[config.mk]
export PLATFORM = sky130hd
export DESIGN_NAME = pc_unit
export DESIGN_NICKNAME = d
export VERILOG_FILES = /design/src/rtl/mips_pkg.sv /design/src/rtl/sat_counter.sv /design/src/rtl/pc_unit.sv
export SDC_FILE = /design/constraint.sdc
export NUM_CORES = 1
export LEC_CHECK = 0
export ABC_CLOCK_PERIOD_IN_PS = 2900
export BUFFER_PORTS_ARGS = -buffer_cell sky130_fd_sc_hd__buf_2
export CAP_MARGIN = 30
export CORE_ASPECT_RATIO = 1.25
export CORE_MARGIN = 2
export CORE_UTILIZATION = 42
export DETAILED_ROUTE_END_ITERATION = 16
export PLACE_DENSITY_LB_ADDON = 0.05
export SLEW_MARGIN = 25
export SYNTH_ARGS = -nofsm -noshare
export SYNTH_HDL_FRONTEND = slang
export SYNTH_SLANG_ARGS = --single-unit
[constraint.sdc]
create_clock -name clk -period 2.9 [get_ports clk]
set_input_delay 0.87 -clock clk [delete_from_list [all_inputs] [get_ports clk]]
set_output_delay 0.87 -clock clk [all_outputs]
set_load 0.03 [all_outputs]
[src/rtl/mips_pkg.sv]
// Shared types and constants for the program-counter unit.
package mips_pkg;

  localparam int PC_W = 8;

  typedef enum logic [1:0] {
    ST_RUN   = 2'b00,
    ST_STALL = 2'b01,
    ST_HALT  = 2'b10
  } state_t;

  typedef enum logic [1:0] {
    CAUSE_NONE  = 2'b00,
    CAUSE_SELF  = 2'b01,
    CAUSE_RANGE = 2'b10
  } cause_t;

endpackage

[src/rtl/sat_counter.sv]
// Up-counter that sticks at all-ones instead of wrapping.
module sat_counter #(
  parameter int WIDTH = 8
) (
  input  logic             clk,
  input  logic             rst_n,
  input  logic             inc,
  output logic [WIDTH-1:0] count
);

  always_ff @(posedge clk or negedge rst_n) begin
    if (!rst_n)
      count <= '0;
    else if (inc && (count != '1))
      count <= count + 1'b1;
  end

endmodule

[src/rtl/pc_unit.sv]
// Program counter with branch/jump selection, stall handling and halt detection.
// state | meaning
// RUN   | fetching; next PC evaluated every cycle
// STALL | PC held while Stall is high; resumes evaluation when it drops
// HALT  | self-loop or out-of-range target seen; frozen until reset
module pc_unit
  import mips_pkg::*;
#(
  parameter int              IMEM_BYTES = 128,
  parameter logic [PC_W-1:0] RESET_ADDR = 8'h00
) (
  input  logic              clk,
  input  logic              rst_n,
  input  logic [31:0]       SEImm,
  input  logic [25:0]       JumpValue,
  input  logic              Zero,
  input  logic              Branch,
  input  logic              Jump,
  input  logic              Stall,
  output logic [PC_W-1:0]   ReadAddr,
  output logic              FetchValid,
  output logic              Halted,
  output logic [1:0]        HaltCause,
  output logic [15:0]       InstrCount,
  output logic [7:0]        TakenCount
);

  state_t          state, state_nx;
  logic [1:0]      cause, cause_nx;
  logic [PC_W-1:0] pc, pc_nx;
  logic [PC_W-1:0] pc4, br_target, jmp_target, next_pc;
  logic            taken, out_of_range, self_loop;
  logic            inc_instr, inc_taken;
  logic            unused_bits;

  assign unused_bits = ^{SEImm[31:6], JumpValue[25:6]};

  assign pc4        = pc + 8'd4;
  assign br_target  = pc4 + {SEImm[5:0], 2'b00};
  assign jmp_target = {JumpValue[5:0], 2'b00};

  always_comb begin
    next_pc = pc4;
    taken   = 1'b0;
    if (Jump) begin
      next_pc = jmp_target;
      taken   = 1'b1;
    end else if (Branch && Zero) begin
      next_pc = br_target;
      taken   = 1'b1;
    end
  end

  assign out_of_range = int'(next_pc) > (IMEM_BYTES - 4);
  assign self_loop    = (next_pc == pc);

  always_ff @(posedge clk or negedge rst_n) begin
    if (!rst_n) begin
      state <= ST_RUN;
      pc    <= RESET_ADDR;
      cause <= CAUSE_NONE;
    end else begin
      state <= state_nx;
      pc    <= pc_nx;
      cause <= cause_nx;
    end
  end

  always_comb begin
    state_nx  = state;
    pc_nx     = pc;
    cause_nx  = cause;
    inc_instr = 1'b0;
    inc_taken = 1'b0;
    case (state)
      ST_RUN, ST_STALL: begin
        if (Stall) begin
          state_nx = ST_STALL;
        end else begin
          // The halting instruction still commits, so it is counted.
          inc_instr = 1'b1;
          inc_taken = taken;
          if (out_of_range) begin
            state_nx = ST_HALT;
            cause_nx = CAUSE_RANGE;
          end else if (self_loop) begin
            state_nx = ST_HALT;
            cause_nx = CAUSE_SELF;
          end else begin
            state_nx = ST_RUN;
            pc_nx    = next_pc;
          end
        end
      end
      ST_HALT: ;
      default: state_nx = ST_RUN;
    endcase
  end

  sat_counter #(.WIDTH(16)) u_instr_cnt (
    .clk   (clk),
    .rst_n (rst_n),
    .inc   (inc_instr),
    .count (InstrCount)
  );

  sat_counter #(.WIDTH(8)) u_taken_cnt (
    .clk   (clk),
    .rst_n (rst_n),
    .inc   (inc_taken),
    .count (TakenCount)
  );

  assign ReadAddr   = pc;
  assign FetchValid = (state == ST_RUN);
  assign Halted     = (state == ST_HALT);
  assign HaltCause  = cause;

endmodule

# Yosys cells after proc, flatten, opt, wreduce, memory -nomap -nowiden
# Cells that the tools add are included.
# word_totals
ff_bits	36
in_bits	64
out_inout_bits	36
word_cells	40
# classes
add_sub_neg	4
magnitude_cmp	1
eq_ne	5
muxes	14
n_bitwise	3
n_reduce_logical	8
# op_table
operator	count
adder 16 x 1 -> 16 bit (second input constant)	1
two-way mux 8 bit	2
inequality test 16 bit (second input constant)	1
two-way mux 2 bit	5
adder 8 x 1 -> 8 bit (second input constant)	1
adder 8 x 3 -> 8 bit (second input constant)	1
adder 8 bit	1
== test 8 bit	1
> comparator 8 x 7 -> 1 bit (second input constant)	1
inequality test 8 bit (second input constant)	1
two-way mux 1 bit	6
case mux 2 bit (2 select lines)	1
AND reduction 4 bit	1
logical AND 1 bit	3
inverter 1 bit	3
AND reduction 3 bit	1
== test 2 x 1 -> 1 bit (second input constant)	1
== test 2 bit (second input constant)	1
zero test 2 bit	1
nonzero test 2 bit	1
OR reduction 2 bit	1

# Logic depth before layout (Yosys ltp)
# depth
ltp_word	9
ltp_mapped	11

# Hierarchy
# From an unflattened synthesis, not the netlist that was laid out.
# unflattened
hier_cells	234
hier_area_um2	2461.1
# modules_own_cells
mod	instances	cells_each	area_each_um2	seq_area_each_um2
pc_unit	1	128	1193.6	300.3
sat_counter at u_instr_cnt	1	72	859.6	400.4
sat_counter at u_taken_cnt	1	34	407.9	200.2

# Least setup slack after synthesis
# No wires, ideal clock.
# synth_timing
path_type	input to register
startpoint	input port SEImm[0]
endpoint	register pc[4], in the netlist ReadAddr[4]
setup_time_ns	0.125
t_arrival_ns	3.134
required_ns	2.775
path_slack_ns	-0.359
path_stages	9
cell_sequence	ha_1 > fa_1 > and3_1 > a211o_1 > o21ai_0 > xnor2_1 > nor4_2 > nor4_4 > mux2_4
# synth_via
elab_chain_len	6
word_cells_on_any_way	8
cone_classes	1 x add/sub; 1 x order compare; 1 x eq/ne; 2 x mux; 2 x bitwise; 1 x reduce/logical
# synth_lines
element	line_no	rtl
start: declaration	pc_unit.sv:14	input logic [31:0] SEImm,
adder 8 bit *	pc_unit.sv:39	assign br_target = pc4 + {SEImm[5:0], 2'b00};
two-way mux 8 bit *	pc_unit.sv:48	end else if (Branch && Zero) begin
two-way mux 8 bit *	pc_unit.sv:45	if (Jump) begin
> comparator 8 x 7 -> 1 bit / == test 8 bit (equally long branches)	pc_unit.sv:54, pc_unit.sv:55	
inverter 1 bit (no line)	--	
AND reduction 4 bit (no line)	--	
end signal: assignment	pc_unit.sv:64	pc <= pc_nx;
end: declaration	pc_unit.sv:30	logic [PC_W-1:0] pc, pc_nx;
# Every way passes the cells marked *; elsewhere a longest branch is shown, timed or not.
# A chain may end at the register's enable or synchronous reset.

# Worst setup path after layout
# layout_timing
startpoint	register pc[2], in the netlist ReadAddr[2]
endpoint	register pc[2], in the netlist ReadAddr[2]
# layout_via
elab_chain_len	7
word_cells_on_any_way	9
cone_classes	2 x add/sub; 1 x order compare; 1 x eq/ne; 2 x mux; 2 x bitwise; 1 x reduce/logical
# layout_lines
element	line_no	rtl
adder 8 x 3 -> 8 bit	pc_unit.sv:38	assign pc4 = pc + 8'd4;
adder 8 bit	pc_unit.sv:39	
two-way mux 8 bit	pc_unit.sv:48	
two-way mux 8 bit	pc_unit.sv:45	
> comparator 8 x 7 -> 1 bit / == test 8 bit (equally long branches)	pc_unit.sv:54, pc_unit.sv:55	
inverter 1 bit (no line)	--	
AND reduction 4 bit (no line)	--	
# Several ways; a longest one is shown, not always the timed one.

==> results.sh <==
export IMPL_num_antenna_cells=0
export IMPL_met1Wirelength_um=2470
export IMPL_cp_data_arrival_time_ns=3.04
export IMPL_grt_overflow_total=0
export IMPL_fin_util_pct=63.7
export IMPL_ff2ff_path_depth=11
export IMPL_fin_nets=403
export IMPL_grt_usage_pct=21.2
export IMPL_synth_seq_area_share_pct=41.5
export IMPL_cts_root_buffer="clkbuf_8"
export IMPL_routed_via_density=5.23
export IMPL_start_util_pct=43.0
export IMPL_yosys_area_share_simple_pct=21.5
export IMPL_path_class="reg -> reg"
export IMPL_ios=100
export IMPL_post_place_cells=372
export IMPL_vias=2057
export IMPL_period_share_pct=97.9
export IMPL_syn_instance_count=226
export IMPL_synth_top_family_by_area="simple AND/OR/NAND/NOR gates"
export IMPL_async_reset_ff_share_pct=100
export IMPL_num_fill_cells=437
export IMPL_synth_compound_area_share_pct=14.1
export IMPL_whs_path_depth=1
export IMPL_syn_nets=299
export IMPL_synth_area_per_cell_um2=9.59
export IMPL_dp_hpwl_um=3970
export IMPL_die_area_mm2=0.00576
export IMPL_setup_viol=0
export IMPL_grt_max_degree=37
export IMPL_yosysTopAreaCell="dfrtp_1"
export IMPL_p_leak_nw=1.48
export IMPL_synth_fa_ha_area_share_pct=5.54
export IMPL_drv_slew=0
export IMPL_multi_input_area_mm2=0.00147
export IMPL_final_cell_mix="buf_2 (51), buf_4 (46), dfrtp_1 (33)"
export IMPL_die_w_um=68.3
export IMPL_finClkSkew_ns=0.00707
export IMPL_dr_wl_met2_um=2880
export IMPL_h_tree_depth=2
export IMPL_start_kind="flip-flop"
export IMPL_drtIter0Drc=72
export IMPL_routedWlPerCell_um=14.4
export IMPL_wl_met3_um=214
export IMPL_clock_sinks=36
export IMPL_status="complete, no violations"
export IMPL_synth_area_top_cells="dfrtp_1 (42%), xnor2_1 (8.9%), ha_1 (4.6%)"
export IMPL_layout_commonest_cell="buf_2"
export IMPL_synth_warnings=0
export IMPL_regArea_um2=905
export IMPL_cts_tree="yes"
export IMPL_synthXorXnorAreaFrac_pct=11.7
export IMPL_path_max_fanout=5
export IMPL_finalHoldViolCount=0
export IMPL_wl_um=5660
export IMPL_worst_setup_path_end_kind="flip-flop"
export IMPL_rsz0062_at_grt="yes"
export IMPL_area_growth_pct=48.2
export IMPL_antenna_found_initial=0
export IMPL_clock_latency_ns=0.28
export IMPL_rows=29
export IMPL_fmax_ghz=0.352
export IMPL_synth_top_cell_area_share_pct=41.5
export IMPL_synthMuxAreaShare_pct=3.06
export IMPL_finalCriticalPeriod_ns=2.84
export IMPL_layout_drive_gt1_share_pct=45.0
export IMPL_grt_pass1_vias=2124
export IMPL_die_y_um=84.3
export IMPL_relSlewSlack_pct=48.5
export IMPL_cts_hold_buf=0
export IMPL_syn_cell_area_mm2=0.00217
export IMPL_final_cells=393
export IMPL_dr_pass1_iters=4
export IMPL_top_layer="met4"
export IMPL_drc=0
export IMPL_clock_path_buffers=2
export IMPL_ys_seq_elements=36
export IMPL_irDropWorstVdd_v=0.000549
export IMPL_place_congestion=0.852
export IMPL_core_area_mm2=0.00504
export IMPL_cp_required_ns=3.11
export IMPL_power_mw=3.56
export IMPL_tightest_slew_ns=0.773
export IMPL_synth_top_flop_cell="dfrtp_1"
export IMPL_holdCritPathClass="reg -> reg"
export IMPL_grt_pass1_wl_um=9360
export IMPL_path_clk_slew_ns=0.07
export IMPL_numCtsBuffers=5
export IMPL_power_density_mw_per_mm2=1110
export IMPL_ant_nets=0
export IMPL_port_buffers=53
export IMPL_tns_ns=0
export IMPL_synth_distinct_cells=50
export IMPL_synth_edff_count=0
export IMPL_max_cap_violations=0
==> registers in the layout (all words and copies together) (netlist names) <==
name,count
HaltCause,2
ReadAddr,8
state,2
u_instr_cnt.count,16
u_taken_cnt.count,8
==> critical path: stages (launching register included) <==
cell	delay, ns
dfrtp_2	0.46
ha_4	0.21
xor2_4	0.16
ha_4	0.26
or2_2	0.30
a211oi_1	0.30
o31ai_2	0.10
a41oi_2	0.20
nor4_4	0.07
nor4_4	0.32
buf_4	0.20
mux2i_1	0.17
==> layer usage <==
layer | up-vias | global-route usage (%)
li1 | 1020 | -
met1 | 978 | 27.1
met2 | 48 | 36.0
met3 | 11 | 3.35
met4 | 0 | 6.73
met5 | - | 0
==> power breakdown <==
part / internal [mW] / total, mW / switching (mW)
sequential: 0.645 / 0.806 / 0.161
clock: 0.168 / 0.336 / 0.168
combinational: 1.20 / 2.42 / 1.22
total: 2.01 / 3.56 / 1.55
==> cell families after synthesis <==
group | Yosys count
mux | 6
flops | 36
buf+inv | 14
compound gates | 44
fa+ha+maj | 9
xor+xnor | 29
simple gates | 88
==> final cells by class <==
class	count	share of cell area [%]
repair buffers	101	20.1
inverters	10	1.17
multi-input cells	176	45.6
flip-flops and latches	36	28.2
clock inverters	1	0.156
clock buffers	7	2.38
well taps	62	2.41
==> synthesized netlist by cell type, types with 2 or more instances <==
| cell | instances |
|---|---|
| nor2_1 | 14 |
| buf_2 | 2 |
| a211o_1 | 3 |
| and3_1 | 5 |
| o21a_1 | 2 |
| a211oi_1 | 4 |
| a21boi_0 | 2 |
| nand2_1 | 20 |
| nand4_1 | 4 |
| nor3_1 | 5 |
| o31ai_1 | 2 |
| nor2b_1 | 4 |
| nand2b_1 | 3 |
| inv_1 | 10 |
| a21o_1 | 2 |
| nand3_1 | 20 |
| or3_1 | 2 |
| o22ai_1 | 2 |
| a21oi_1 | 9 |
| o21ai_0 | 7 |
| xor2_1 | 7 |
| dfrtp_1 | 36 |
| or2_2 | 2 |
| ha_1 | 8 |
| clkbuf_1 | 2 |
| mux2i_1 | 4 |
| xnor2_1 | 22 |
==> worst paths after layout <==
path                                                   from                                to  slack [ns]
max                                 ReadAddr[2]$_DFFE_PN0P_           ReadAddr[2]$_DFFE_PN0P_        0.06
min                        u_taken_cnt.count[6]$_DFFE_PN0P_  u_taken_cnt.count[6]$_DFFE_PN0P_        0.49
max reg2reg                         ReadAddr[2]$_DFFE_PN0P_           ReadAddr[2]$_DFFE_PN0P_        0.06
min reg2reg                u_taken_cnt.count[6]$_DFFE_PN0P_  u_taken_cnt.count[6]$_DFFE_PN0P_        0.49
max in group asynchronous                             rst_n           ReadAddr[4]$_DFFE_PN0P_        1.71
min in group asynchronous                             rst_n           ReadAddr[1]$_DFFE_PN0P_        0.66
==> through the flow <==
step                      area (um^2)  hold WS [ns]  setup WS (ns)
after floorplan                  2200         0.452         -0.170
after global placement           2790         0.474         -0.434
after detailed placement         2790         0.476         -0.470
after global routing             3210         0.514        -0.0249
final                            3210         0.492         0.0621
after CTS                        3150         0.496       0.000230
==> what timing repair did <==
item                       in CTS  in global routing
setup endpoints to repair      11                 11
setup buffers                  13                  4
resized for setup              32                 10
pin swaps                      14                 16
(Power assumes the default switching activity.)
